--- config.mk ---
export PLATFORM = sky130hd
export DESIGN_NAME = fp_div_seq
export DESIGN_NICKNAME = d
export VERILOG_FILES = /design/src/rtl/fp_div_seq.sv
export SDC_FILE = /design/constraint.sdc
export NUM_CORES = 1
export LEC_CHECK = 0
export BUFFER_PORTS_ARGS = -buffer_cell sky130_fd_sc_hd__buf_4
export CELL_PAD_IN_SITES_DETAIL_PLACEMENT = 1
export CELL_PAD_IN_SITES_GLOBAL_PLACEMENT = 2
export CORE_MARGIN = 2
export CORE_UTILIZATION = 41
export DETAILED_ROUTE_END_ITERATION = 12
export HOLD_SLACK_MARGIN = 0.02
export PLACE_DENSITY_LB_ADDON = 0.1
export SYNTH_ARGS = -nofsm -noshare
export SYNTH_HDL_FRONTEND = slang
export SYNTH_SLANG_ARGS = --single-unit
--- constraint.sdc ---
create_clock -name clk -period 6.8 [get_ports clk]
set_clock_uncertainty 0.05 [all_clocks]
set_input_delay 1.02 -clock clk [delete_from_list [all_inputs] [get_ports clk]]
set_output_delay 1.02 -clock clk [all_outputs]
set_load 0.02 [all_outputs]
--- src/rtl/fp_div_seq.sv ---
// fp_div_seq: sequential restoring IEEE-754 single divider, one quotient bit per clock.
// Define FP_DIV_ROUND_EN for round-to-nearest-even; the default build truncates.
`timescale 1ns/1ps
module fp_div_seq #(
    parameter int DATA_WIDTH = 32
) (
    input  logic                  clk,
    input  logic                  rst_n,
    input  logic                  in_valid,
    output logic                  in_ready,
    input  logic [DATA_WIDTH-1:0] in1,
    input  logic [DATA_WIDTH-1:0] in2,
    output logic                  out_valid,
    input  logic                  out_ready,
    output logic [DATA_WIDTH-1:0] out,
    output logic                  div_by_zero,
    output logic                  invalid
);

    typedef enum logic [2:0] {
        IDLE,
        PREP,
        ITER,
        NORM,
        DONE
    } state_t;

    localparam logic [31:0] QNAN = 32'h7FC0_0000;

    state_t state, state_nxt;

    logic [DATA_WIDTH-1:0] a, b;
    logic                  sign;
    logic signed [9:0]     exp_q;
    logic [24:0]           rem;
    logic [23:0]           dvs;
    logic [25:0]           q;
    logic [4:0]            cnt;

    logic        spec_pend;
    logic [31:0] spec_res;
    logic        spec_dbz;
    logic        spec_inv;

    logic zero1, inf1, nan1;
    logic zero2, inf2, nan2;
    logic sgn;
    logic special;
    logic [31:0] spec_val;
    logic spec_dbz_c, spec_inv_c;
    logic signed [9:0] exp_init;

    assign zero1 = (a[30:23] == 8'd0);
    assign inf1  = (a[30:23] == 8'hFF) && (a[22:0] == 23'd0);
    assign nan1  = (a[30:23] == 8'hFF) && (a[22:0] != 23'd0);
    assign zero2 = (b[30:23] == 8'd0);
    assign inf2  = (b[30:23] == 8'hFF) && (b[22:0] == 23'd0);
    assign nan2  = (b[30:23] == 8'hFF) && (b[22:0] != 23'd0);
    assign sgn   = a[31] ^ b[31];

    assign exp_init = $signed({2'b00, a[30:23]})
                    - $signed({2'b00, b[30:23]})
                    + 10'sd127;

    // Priority order matters: NaN cases win over divide-by-zero.
    always_comb begin
        special    = 1'b1;
        spec_val   = 32'd0;
        spec_dbz_c = 1'b0;
        spec_inv_c = 1'b0;
        if (nan1 || nan2 || (zero1 && zero2) || (inf1 && inf2)) begin
            spec_val   = QNAN;
            spec_inv_c = 1'b1;
        end else if (zero2 && !inf1) begin
            spec_val   = {sgn, 8'hFF, 23'd0};
            spec_dbz_c = 1'b1;
        end else if (inf1) begin
            spec_val = {sgn, 8'hFF, 23'd0};
        end else if (zero1 || inf2) begin
            spec_val = {sgn, 31'd0};
        end else begin
            special = 1'b0;
        end
    end

    logic        ge;
    logic [24:0] rem_sub;
    logic [24:0] rem_nxt;

    assign ge      = (rem >= {1'b0, dvs});
    assign rem_sub = ge ? (rem - {1'b0, dvs}) : rem;
    assign rem_nxt = rem_sub << 1;

    logic [23:0]       mant;
    logic [24:0]       mant_r;
    logic [22:0]       frac;
    logic signed [9:0] e_n, e_f;
    logic [31:0]       norm_res;
`ifdef FP_DIV_ROUND_EN
    logic guard, sticky;
`endif

    always_comb begin
        if (q[25]) begin
            mant = q[25:2];
            e_n  = exp_q;
        end else begin
            mant = q[24:1];
            e_n  = exp_q - 10'sd1;
        end
`ifdef FP_DIV_ROUND_EN
        guard  = q[25] ? q[1] : q[0];
        sticky = (q[25] & q[0]) | (rem != 25'd0);
        mant_r = {1'b0, mant}
               + {24'd0, guard & (sticky | mant[0])};
`else
        mant_r = {1'b0, mant};
`endif
        if (mant_r[24]) begin
            frac = mant_r[23:1];
            e_f  = e_n + 10'sd1;
        end else begin
            frac = mant_r[22:0];
            e_f  = e_n;
        end
        if (e_f >= 10'sd255)
            norm_res = {sign, 8'hFF, 23'd0};
        else if (e_f <= 10'sd0)
            norm_res = {sign, 31'd0};
        else
            norm_res = {sign, e_f[7:0], frac};
    end

    always_ff @(posedge clk or negedge rst_n) begin
        if (!rst_n)
            state <= IDLE;
        else
            state <= state_nxt;
    end

    // Specials also pass through NORM so they share the output load point.
    always_comb begin
        state_nxt = state;
        unique case (state)
            IDLE: if (in_valid) state_nxt = PREP;
            PREP: state_nxt = special ? NORM : ITER;
            ITER: if (cnt == 5'd25) state_nxt = NORM;
            NORM: state_nxt = DONE;
            DONE: if (out_ready) state_nxt = IDLE;
            default: state_nxt = IDLE;
        endcase
    end

    always_comb begin
        in_ready  = (state == IDLE);
        out_valid = (state == DONE);
    end

    always_ff @(posedge clk or negedge rst_n) begin
        if (!rst_n) begin
            a           <= '0;
            b           <= '0;
            sign        <= 1'b0;
            exp_q       <= '0;
            rem         <= '0;
            dvs         <= '0;
            q           <= '0;
            cnt         <= '0;
            spec_pend   <= 1'b0;
            spec_res    <= '0;
            spec_dbz    <= 1'b0;
            spec_inv    <= 1'b0;
            out         <= '0;
            div_by_zero <= 1'b0;
            invalid     <= 1'b0;
        end else begin
            unique case (state)
                IDLE: begin
                    if (in_valid) begin
                        a <= in1;
                        b <= in2;
                    end
                end
                PREP: begin
                    spec_pend <= special;
                    spec_res  <= spec_val;
                    spec_dbz  <= spec_dbz_c;
                    spec_inv  <= spec_inv_c;
                    sign      <= sgn;
                    exp_q     <= exp_init;
                    rem       <= {2'b01, a[22:0]};
                    dvs       <= {1'b1, b[22:0]};
                    q         <= '0;
                    cnt       <= '0;
                end
                ITER: begin
                    rem <= rem_nxt;
                    q   <= {q[24:0], ge};
                    cnt <= cnt + 5'd1;
                end
                NORM: begin
                    out         <= spec_pend ? spec_res : norm_res;
                    div_by_zero <= spec_pend & spec_dbz;
                    invalid     <= spec_pend & spec_inv;
                end
                default: ;
            endcase
        end
    end

endmodule

# [Word level (Yosys, flattened, before mapping)]
# Index checks and enable logic that the tools add are counted.
[totals] ramBits=0 word_cells=84 in_bits=68 mem_count=0 regBits=227 latchBits=0 rom_bits=0
[classes] reduce_logical=22 eq_ne=10 n_mux=25 n_shift=0 div_mod_pow=0 n_addsub=5 bitwise_logic=3 magnitude_cmp=3 n_mul=0
[op_table] operator="$mux 32" count=5
[op_table] operator="$mux 31" count=2
[op_table] operator="$pmux 26 s2" count=1
[op_table] operator="$pmux 25 s2" count=1
[op_table] operator="$logic_not 23->1" count=2
[op_table] operator="$reduce_bool 23->1" count=2
[op_table] operator="$ge 25x24->1" count=1
[op_table] operator="$mux 24" count=1
[op_table] operator="$sub 24x24->24" count=1
[op_table] operator="$mux 23" count=1
[op_table] operator="$eq 8x8->1 const B" count=2
[op_table] operator="$logic_not 8->1" count=2
[op_table] operator="$pmux 3 s5" count=1
[op_table] operator="$add 9x8->10 const B" count=1
[op_table] operator="$ge 10x9->1 const B" count=1
[op_table] operator="$le 10x1->1 const B" count=1
[op_table] operator="$mux 10" count=1
[op_table] operator="$pmux 5 s2" count=1
[op_table] operator="$sub 10x2->10 const B" count=1
[op_table] operator="$mux 3" count=3
[op_table] operator="$sub 8x8->9" count=1
[op_table] operator="$mux 1" count=8
[op_table] operator="$logic_and 1x1->1" count=7
[op_table] operator="$eq 3x2->1 const B" count=2
[op_table] operator="14 further kinds" count=19

# [Logic depth before layout (Yosys ltp)]
# Gate-level depths: netlist of run 1.
[logic_depth] ltp_word=9 depth_mapped=13 mapped_depth_nobuf=13

# [Worst setup path after synthesis of run 1]
# No wires, ideal clock.
[synth_path] kind="reg2reg" startpoint="register exp_q[0]" endpoint="register out[22]" arrival_time_ps=2433 stages_incl_launch_ff=13 path_buffers=1 slack_ps=4194 cell_sequence="dfrtp_1 inv_1 ha_1 nand2b_1 nor3_1 nand2_1 xor2_1 or4_1 o31a_1 nand2_1 or2_4 buf_8 o21ai_2"
[synth_between] elab_chain_cells=6 elab_cells_between_ends=7
[synth_rtl] element="start: declaration" line="34" text="logic signed [9:0] exp_q;"
[synth_rtl] element="start signal: assignment" line="190" text="exp_q <= exp_init;"
[synth_rtl] element="$sub 10x2->10" line="109" text="e_n = exp_q - 10'sd1;"
[synth_rtl] element="$mux 10 (*)" line="104" text="if (q[25]) begin"
[synth_rtl] element="$le 10x1->1" line="128" text="else if (e_f <= 10'sd0)"
[synth_rtl] element="$mux 31" line="128"
[synth_rtl] element="$mux 31 (*)" line="126" text="if (e_f >= 10'sd255)"
[synth_rtl] element="$mux 32 (*)" line="202" text="out <= spec_pend ? spec_res : norm_res;"
[synth_rtl] element="end signal: assignment" line="202"
[synth_rtl] element="end: declaration" line="15" text="output logic [DATA_WIDTH-1:0] out,"
# Mark *: on every way between the ends. The rest lies on a longest branch, timed or not.
# A chain may end at the register's enable or synchronous reset.

# [Final worst setup path of run 1]
[layout_path] startpoint="register dvs[1]" endpoint="register rem[2]"
[layout_between] elab_chain_cells=3 elab_cells_between_ends=4
[layout_rtl] element="start: declaration" line="36" text="logic [23:0] dvs;"
[layout_rtl] element="start signal: assignment" line="192" text="dvs <= {1'b1, b[22:0]};"
[layout_rtl] element="$sub 24x24->24 / $ge 25x24->1 (equally long branches)" line="91, 90"
[layout_rtl] element="$mux 24 (*)" line="91" text="assign rem_sub = ge ? (rem - {1'b0, dvs}) : rem;"
[layout_rtl] element="$pmux 25 s2 (*)" line="177" text="unique case (state)"
[layout_rtl] element="end signal: assignment" line="191" text="rem <= {2'b01, a[22:0]};"
[layout_rtl] element="end signal: assignment" line="197" text="rem <= rem_nxt;"
[layout_rtl] element="end: declaration" line="35" text="logic [24:0] rem;"
# Marked as above.

==> results of run 1 <==
-- worst max path at each step --
stage	endpoint	slack (ps)
after CTS	rem[2]	3730
after floorplan	out[22]	4190
final	rem[2]	3710
after global routing	rem[2]	3390
after detailed placement	rem[2]	3750
after global placement	rem[2]	3810
-- final cells by class --
cell class,instances,area [um2]
multi-input cells,713,4940
clock buffers,17,425
fillers,2745,12500
well taps,324,405
inverters,46,173
flip-flops and latches,197,4930
repair buffers,112,847
clock inverters,15,213
-- worst min-delay path: stages (launching register included) --
cell and delay (ps):
dfrtp_1 330, inv_1 60, nand2_1 50
-- power breakdown --
part / switching, mW / internal (mW) / total, mW / leakage, nW
Combinational: 1.96 / 1.50 / 3.46 / 2.58
Sequential: 0.390 / 1.63 / 2.02 / 2.46
Clock: 0.557 / 0.547 / 1.10 / 0.309
Total: 2.91 / 3.67 / 6.58 / 5.35
-- metrics by stage --
| stage | instance area (um2) | cells | power (mW) |
|---|---|---|---|
| floorplan | 10200 | 1005 | 4.59 |
| global placement | 11300 | 1392 | 5.44 |
| detailed placement | 11300 | 1392 | 5.52 |
| CTS | 11900 | 1424 | 6.66 |
| global route | 11900 | 1424 | 7.18 |
| finish | 11900 | 1424 | 6.58 |
-- cell usage after synthesis (all sizes together), types with 16 or more instances --
cell,number,share of area [%]
a21oi,43,2.1
a22o,26,2.2
and3,19,1.2
clkbuf,35,1.3
dfrtp,197,48
ha,36,4.4
inv,46,1.7
mux2,57,6.3
mux2i,41,4.0
nand2,148,5.4
nand3,17,0.83
nor2,34,1.2
nor4,19,1.5
o21ai,92,5.3
xnor2,25,2.1
xor2,16,1.4
-- sequential cells by signal (all words and copies together), names as in the netlist --
signal / flops
a: 32
b: 32
out: 32
q: 26
rem: 25
dvs: 24
exp_q: 10
cnt: 5
spec_res: 3
state: 3
div_by_zero: 1
invalid: 1
sign: 1
spec_dbz: 1
spec_pend: 1
-- routing by layer --
layer	track usage [%]	share of wire (%)
met1	30.6	51
met2	32.5	45
met3	3.73	3.1
met4	4.83	0.79
met5	0	0.046
-- logic make-up (layout without fill, tap and decap cells) --
kind of cell	after synthesis	count (layout)	synth area share, %
buffers and inverters	95	190	3.74
adder cells (fa/ha/maj)	38	38	4.79
flip-flops	197	197	48.1
multiplexers	98	98	10.3
AO/OA/AOI/OAI	236	236	15.3
AND/OR/NAND/NOR	300	300	14.3
XOR/XNOR	41	41	3.51
-- layout by cell type, fill, tap and decap left out, types with 8 or more instances in the layout --
cell and instances:
dfrtp_1 197, nand2_1 148, buf_4 111, o21ai_0 70
mux2_2 57, inv_1 46, a21oi_1 43, mux2i_1 41
ha_1 36, nor2_1 33, a22o_1 26, xnor2_1 25
o21ai_2 22, and3_1 19, nand3_1 17, nor4_1 17
clkbuf_16 17, xor2_1 16, a21o_1 14, nand4_1 11
nor3_1 10, a31oi_1 10, nor2b_1 8
==> results.json, run 1 <==
{
  "status": "complete, no violations",
  "critical_path_buf_inv_count": 2,
  "tightest_slew_ps": 1070,
  "avgViaCountPerCell": 5.34,
  "hold_class": "flip-flop to flip-flop",
  "cts_made_buffers": 17,
  "min_period_over_period_pct": 45.4,
  "firstDrtPassIters": 4,
  "wl_per_cell_um": 18.4,
  "synth_edf_count": 0,
  "ir_drop_v": 0.000197,
  "cts_tree": "built",
  "critPathRequiredTime_ps": 7070,
  "path_cells": "inv_1, ha_1, nor2b_1, o21ba_2, o31a_1, o21ai_0, nand3_1, a22oi_1, o21ai_2, buf_4, or3_1, and3_1",
  "period_minus_slack_ps": 3090,
  "worstSetupPathType": "flip-flop to flip-flop",
  "num_vias": 7609,
  "synth_flop_cell": "dfrtp_1",
  "hold_viol": 0,
  "drtIter0Drc": 299,
  "io-pin-count": 104,
  "cts.path.max_buffers": 2,
  "gp_congestion": 0.808,
  "die_area_mm2": 0.0263,
  "grtUsageTotal_pct": 20.9,
  "syn_area_per_cell_um2": 10.2,
  "clock_latency_ps": 440,
  "p_leak_nw": 5.35,
  "cp_data_arrival_time_ps": 3360,
  "path_max_fanout": 31,
  "setup_viol": 0,
  "hold_slack_ps": 427,
  "max_slew_margin_pct": 29.0,
  "area_growth_pct": 16.5,
  "cts_hold_buf": 0,
  "utilization_pct": 48.9,
  "hold-path-endpoint": "dvs[23]",
  "fmax_ghz": 0.324,
  "reg2reg_from": "dvs[1]",
  "grt_pass1_vias": 8016,
  "h-tree-depth": 4,
  "async_flop_share_pct": 100,
  "syn_area_mm2": 0.0102,
  "grt_pass1_wl_um": 43900,
  "drc": 0,
  "crit_start": "dvs[1]",
  "ys_seq_elements": 197,
  "drive_gt1_share_pct": 21.5,
  "cts_sinks": 197,
  "ys_seq_area_share_pct": 48.1,
  "critPathTopFamily": "compound AO/OA/AOI/OAI gates",
  "startpoint_type": "flip-flop",
  "nNetsFinal": 1193,
  "cts_setup_buffers": 0,
  "max_stage_delay_ps": 380,
  "ys_types": 63,
  "grt_overflow": 0,
  "grt_antenna_before_repair": 1,
  "power_density_mw_per_mm2": 551,
  "layout_setup_ws_ps": 3710,
  "antenna_cells": 0,
  "rsz0062_at_grt": "no",
  "regToRegSetupSlack_ps": 3710,
  "path_clk_slew_ps": 80,
  "ctsRootBufferMaster": "clkbuf_16",
  "rows": 57,
  "reg2reg_to": "rem[2]",
  "place_ws_ps": 3750,
  "wirelength_um": 26200,
  "ant_nets": 0,
  "ctsResizeCount": 0,
  "report.final.slew_viol_count": 0,
  "io_buffers": 103,
  "hp-start": "dvs[23]",
  "grt_start_max_net_pins": 87,
  "die_h_um": 162,
  "start_util_pct": 42.0,
  "whs_path_depth": 2,
  "core_mm2": 0.0244,
  "path_depth": 12,
  "finalSetupTns_ps": 0,
  "die_w_um": 162,
  "ys_warn_count": 0,
  "end_kind": "flip-flop",
  "r2r_cells": 12,
  "synth_fp_nets": 1111,
  "dp_hpwl_um": 18600,
  "drv_cap": 0,
  "syn_inst": 1005,
  "slowest_stage": "dfrtp_1"
}
No activity file was read; power rests on OpenSTA's default activity.
==> run 2, diff against run 1 <==
--- a/config.mk
+++ b/config.mk
@@ -9,7 +9,7 @@
 export CELL_PAD_IN_SITES_DETAIL_PLACEMENT = 1
 export CELL_PAD_IN_SITES_GLOBAL_PLACEMENT = 2
 export CORE_MARGIN = 2
-export CORE_UTILIZATION = 41
+export CORE_UTILIZATION = 35
 export DETAILED_ROUTE_END_ITERATION = 12
 export HOLD_SLACK_MARGIN = 0.02
 export PLACE_DENSITY_LB_ADDON = 0.1
==> constraint.sdc (replaced) <==
create_clock -name clk -period 2.8 [get_ports clk]
set_clock_uncertainty 0.05 [all_clocks]
set_input_delay 0.42 -clock clk [delete_from_list [all_inputs] [get_ports clk]]
set_output_delay 0.42 -clock clk [all_outputs]
set_load 0.02 [all_outputs]
==> run 2 against run 1 <==
Effect of this change: cell area increased by 5.0%; cell count increased by 7.5%; first-iteration DRC count increased by 16%; total power increased to 2.5 times the previous value; setup slack got worse by 3600 ps; sequential cell count unchanged; sequential power increased by 140%; clock power increased by 130%.
==> results.json, run 2 (synthesized netlist as in run 1, its figures left out) <==
{
  "worstSetupPathType": "flip-flop to flip-flop",
  "drc": 0,
  "drv_cap": 0,
  "end_kind": "flip-flop",
  "nFillCells": 3212,
  "ant_nets": 0,
  "max_slew_margin_pct": 27.7,
  "p_leak_nw": 5.59,
  "clock_latency_ps": 440,
  "internal_power_mw": 9.50,
  "power_density_mw_per_mm2": 1340,
  "status": "complete, no violations",
  "num_vias": 7773,
  "grt_pass1_wl_um": 43900,
  "report.final.slew_viol_count": 0,
  "io_buffers": 103,
  "p_sw_share_pct": 43.3,
  "grt_overflow": 0,
  "rows": 62,
  "reg_top3": "a: 32 flops, b: 32 flops, out: 32 flops",
  "critical_path_buf_inv_count": 1,
  "grt_start_max_net_pins": 80,
  "path_cells": "nor4_4, nand2b_2, nor4_4, xnor2_2, or4_1, o31a_1, nand2_1, or2_4, buf_12, o21ai_1",
  "antenna_cells": 0,
  "setup_viol": 0,
  "period_minus_slack_ps": 2660,
  "area_growth_pct": 22.4,
  "power.share.clock_pct": 15.0,
  "drive_gt1_share_pct": 27.1,
  "die_area_mm2": 0.0306,
  "avgViaCountPerCell": 5.08,
  "start_util_pct": 35.6,
  "final_cell_mix": "dfrtp_1, buf_4, nand2_1",
  "hold_viol": 0,
  "grt_antenna_before_repair": 1,
  "ctsRootBufferMaster": "clkbuf_16",
  "wl_per_cell_um": 17.4,
  "startpoint_type": "flip-flop",
  "final_common_cell": "dfrtp_1",
  "firstDrtPassIters": 4,
  "h-tree-depth": 4,
  "ir_drop_v": 0.000455,
  "critPathTopFamily": "simple AND/OR/NAND/NOR gates",
  "cts_sinks": 197,
  "placed_area_mm2": 0.0117,
  "tightest_slew_ps": 1080,
  "p_comb_share_pct": 55.9,
  "die_h_um": 175,
  "nNetsFinal": 1240,
  "seq_power_share_pct": 29.1,
  "core_mm2": 0.0288,
  "hold_class": "input port to flip-flop",
  "cts.path.max_buffers": 2,
  "die_w_um": 175,
  "grt_pass1_vias": 8102,
  "seqCellArea_mm2": 0.00493,
  "cts_made_buffers": 17,
  "critPathRequiredTime_ps": 3080,
  "slowest_stage": "or4_1",
  "max_stage_delay_ps": 520,
  "fmax_ghz": 0.376,
  "path_clk_slew_ps": 80,
  "io-pin-count": 104,
  "wirelength_um": 26700,
  "cp_data_arrival_time_ps": 2940,
  "grtUsageTotal_pct": 18.0,
  "dp_hpwl_um": 19900,
  "min_period_over_period_pct": 94.9,
  "gp_congestion": 0.805,
  "p_switching_mw": 7.25,
  "cpMostUsedCell": "nor4_4",
  "final_area_mm2": 0.0125,
  "drtIter0Drc": 347,
  "finalSetupTns_ps": 0,
  "multi_input_comb_area_mm2": 0.00509,
  "rsz0062_at_grt": "yes",
  "cts_tree": "built",
  "path_max_fanout": 13
}
==> run 2: changes by cell type in the layout (fill, tap and decap cells not counted), moves of 3 or more <==
cell / change
buf_4: +40
a21oi_2: +5
inv_12: -3
a21oi_1: -5
o21ai_0: -6
ha_2: +4
ha_1: -6
buf_12: +4
o21ai_1: +4
==> run 2: metal layers <==
layer | GRT usage (%) | up-vias | routed length, um
li1 | - | 3836 | -
met2 | 29.5 | 92 | 12400
met3 | 2.28 | 20 | 657
met4 | 4.69 | 2 | 290
met5 | 0 | - | 12
met1 | 25.2 | 3823 | 13400
==> run 2: layout make-up <==
type	count	share of cell area, %
multi-input cells	713	40.6
clock inverters	15	1.43
clock buffers	17	3.39
well taps	384	3.83
repair buffers	159	10.1
inverters	46	1.38
flip-flops and latches	197	39.3
==> run 2: stage by stage <==
stage / worst slack, ps / utilization [%] / total power [mW] / hold slack, ps / cells
after floorplan: 194 / - / 11.2 / 74.4 / 1005
after global placement: 96.1 / 40.7 / 13.8 / 385 / 1493
after detailed placement: -23.5 / 40.7 / 13.9 / 394 / 1493
after CTS: 12.8 / 42.9 / 16.6 / 114 / 1526
after global routing: -27.4 / 43.6 / 18.3 / 122 / 1531
final: 142 / 43.6 / 16.8 / 131 / 1531
==> run 2: worst paths after layout <==
path	start	endpoint	slack, ps	cells past startpoint
max	q[25]	out[0]	140	10
min	in2[30]	b[30]	130	3
max reg2reg	q[25]	out[0]	140	10
min reg2reg	dvs[23]	dvs[23]	410	2
max in group asynchronous	rst_n	b[17]	1400	3
min in group asynchronous	rst_n	out[9]	530	2
==> run 2: worst min-delay path, cell delays in order <==
cell and delay [ps]:
buf_4 80, nand2_1 40, o21ai_0 60
==> run 2: power groups by stage <==
stage / sequential [mW] / combinational, mW / clock [mW]
6_report: 4.88 / 9.37 / 2.51
3_3_place_gp: 4.91 / 8.90 / 0
3_5_place_dp: 4.93 / 9.02 / 0
4_1_cts: 4.88 / 9.14 / 2.58
5_1_grt: 5.07 / 10.6 / 2.69
2_1_floorplan: 4.70 / 6.45 / 0
==> run 2: timing repair <==
item / 4_1_cts / 5_1_grt
buffers inserted: 0 / 5
endpoints found under the setup margin: 10 / 56
endpoints found under the hold margin: 73 / 0
pin swaps: 0 / 10
resized for setup: 3 / 38
hold buffers: 1 / 0
==> run 3, diff against run 2 <==
--- a/config.mk
+++ b/config.mk
@@ -12,7 +12,7 @@
 export CORE_UTILIZATION = 35
 export DETAILED_ROUTE_END_ITERATION = 12
 export HOLD_SLACK_MARGIN = 0.02
-export PLACE_DENSITY_LB_ADDON = 0.1
+export PLACE_DENSITY = 0.85
 export SYNTH_ARGS = -nofsm -noshare
 export SYNTH_HDL_FRONTEND = slang
 export SYNTH_SLANG_ARGS = --single-unit
==> run 3 against run 2 <==
Effect of this change: via count is 2.9% higher; sequential share of layout area is 0.66 points lower; register-to-register slack worse by 110 ps; critical endpoint is now out[9].
==> results.json, run 3 (synthesized netlist as in run 1, its figures left out) <==
{
  "status": "complete, no violations",
  "place_ws_ps": -132,
  "dr_wl_met3_um": 748,
  "io-pin-count": 104,
  "drt-met1-wl_um": 13500,
  "placed_cells": 1501,
  "startpoint_type": "flip-flop",
  "utilization_pct": 44.3,
  "gp_congestion": 0.836,
  "final_cell_mix": "dfrtp_1, buf_4, nand2_1",
  "cts_made_buffers": 17,
  "grt_pass1_vias": 8489,
  "dp_hpwl_um": 20100,
  "wirelength_um": 28500,
  "ant_nets": 0,
  "tightest_slew_ps": 1070,
  "hold-path-endpoint": "b[26]",
  "core_mm2": 0.0288,
  "rows": 62,
  "whs_path_depth": 3,
  "cts_sinks": 197,
  "min_period_over_period_pct": 98.9,
  "h-tree-depth": 4,
  "grt_start_max_net_pins": 83,
  "drc": 0,
  "drive_gt1_share_pct": 28.3,
  "fmax_ghz": 0.361,
  "nFillCells": 3207,
  "multi_input_comb_area_mm2": 0.00512,
  "io_buffers": 103,
  "hp-start": "in2[26]",
  "layout_setup_ws_ps": 31.9,
  "wl_per_cell_um": 18.4,
  "power_density_mw_per_mm2": 1370,
  "report.final.slew_viol_count": 0,
  "final_cells": 1546,
  "p_leak_nw": 5.70,
  "end_kind": "flip-flop",
  "path_clk_slew_ps": 90,
  "critPathRequiredTime_ps": 3090,
  "clock_latency_ps": 450,
  "num_vias": 8002,
  "cts.path.max_buffers": 2,
  "nNetsFinal": 1255,
  "avgViaCountPerCell": 5.18,
  "cts_tree": "built",
  "ctsRootBufferMaster": "clkbuf_16",
  "top_layer": "met4",
  "hold_slack_ps": 124,
  "route.met2.wl_um": 13900,
  "antenna_cells": 0,
  "grtUsageTotal_pct": 18.8,
  "reg_top3": "a: 32 flops, b: 32 flops, out: 32 flops",
  "reg2reg_from": "exp_q[2]",
  "drtIter0Drc": 427,
  "r2r_cells": 10,
  "die_h_um": 175,
  "grt_antenna_before_repair": 0,
  "final_common_cell": "dfrtp_1",
  "cp_data_arrival_time_ps": 3060,
  "period_minus_slack_ps": 2770,
  "rsz0062_at_grt": "yes",
  "hold_class": "input port to flip-flop",
  "worstSetupPathType": "flip-flop to flip-flop",
  "drv_cap": 0,
  "start_util_pct": 35.6,
  "grt_pass1_wl_um": 46000,
  "grt_overflow": 0,
  "setup_viol": 0,
  "reg2reg_to": "out[9]",
  "ir_drop_v": 0.000644,
  "die_w_um": 175,
  "area_growth_pct": 24.5,
  "path_max_fanout": 7,
  "max_slew_margin_pct": 28.5,
  "die_area_mm2": 0.0306,
  "hold_viol": 0,
  "firstDrtPassIters": 4,
  "total_power_mw": 17.5,
  "seqCellArea_mm2": 0.00493,
  "regToRegSetupSlack_ps": 30
}
## run 3: worst max-delay path by stage
stage                         from  endpoint  slack, ps
after global placement      dvs[1]   rem[22]        -30
after detailed placement    dvs[1]   rem[22]       -130
final                     exp_q[2]    out[9]         30
after global routing      exp_q[2]    out[9]        -50
after CTS                   dvs[1]   rem[22]        -20
after floorplan           exp_q[0]   out[22]        190
## run 3: routing by layer
layer,vias up,global-route usage (%)
li1,3851,-
met1,4006,26.0
met2,119,31.3
met3,26,2.59
met4,0,4.31
met5,-,0
## run 3: final cells by class
type / instances / area share (%)
repair buffers: 174 / 11.1
multi-input cells: 713 / 40.2
clock buffers: 17 / 3.34
well taps: 384 / 3.77
flip-flops and latches: 197 / 38.7
clock inverters: 15 / 1.62
inverters: 46 / 1.35
## run 3: stage by stage
stage,area [um2],setup TNS (ps)
after floorplan,10200,0
final,12700,0
after CTS,12500,-29.0
after global placement,11800,-29.4
after detailed placement,11800,-517
after global routing,12700,-612
## run 3: worst max-delay path: stages (launching register included)
cell	delay (ps)
dfrtp_1	430
nor4_4	390
nand2b_2	150
nor4_4	160
xnor2_1	140
or4_1	530
o31a_1	280
nand2_1	80
or2_4	220
clkbuf_16	180
o21ai_2	50
## run 3: power by group
group          internal (mW)  switching (mW)  total (mW)
registers               3.95           0.991        4.94
logic                   4.61            5.35        9.96
clock network           1.25            1.38        2.63
total                   9.81            7.72        17.5
## run 3: repair_timing
item,in CTS,in global routing
hold endpoints to repair,44,0
cloned,0,3
setup endpoints to repair,32,55
pin swaps,1,13
buffers inserted,0,9
gates resized for setup,10,34
hold buffers,1,0
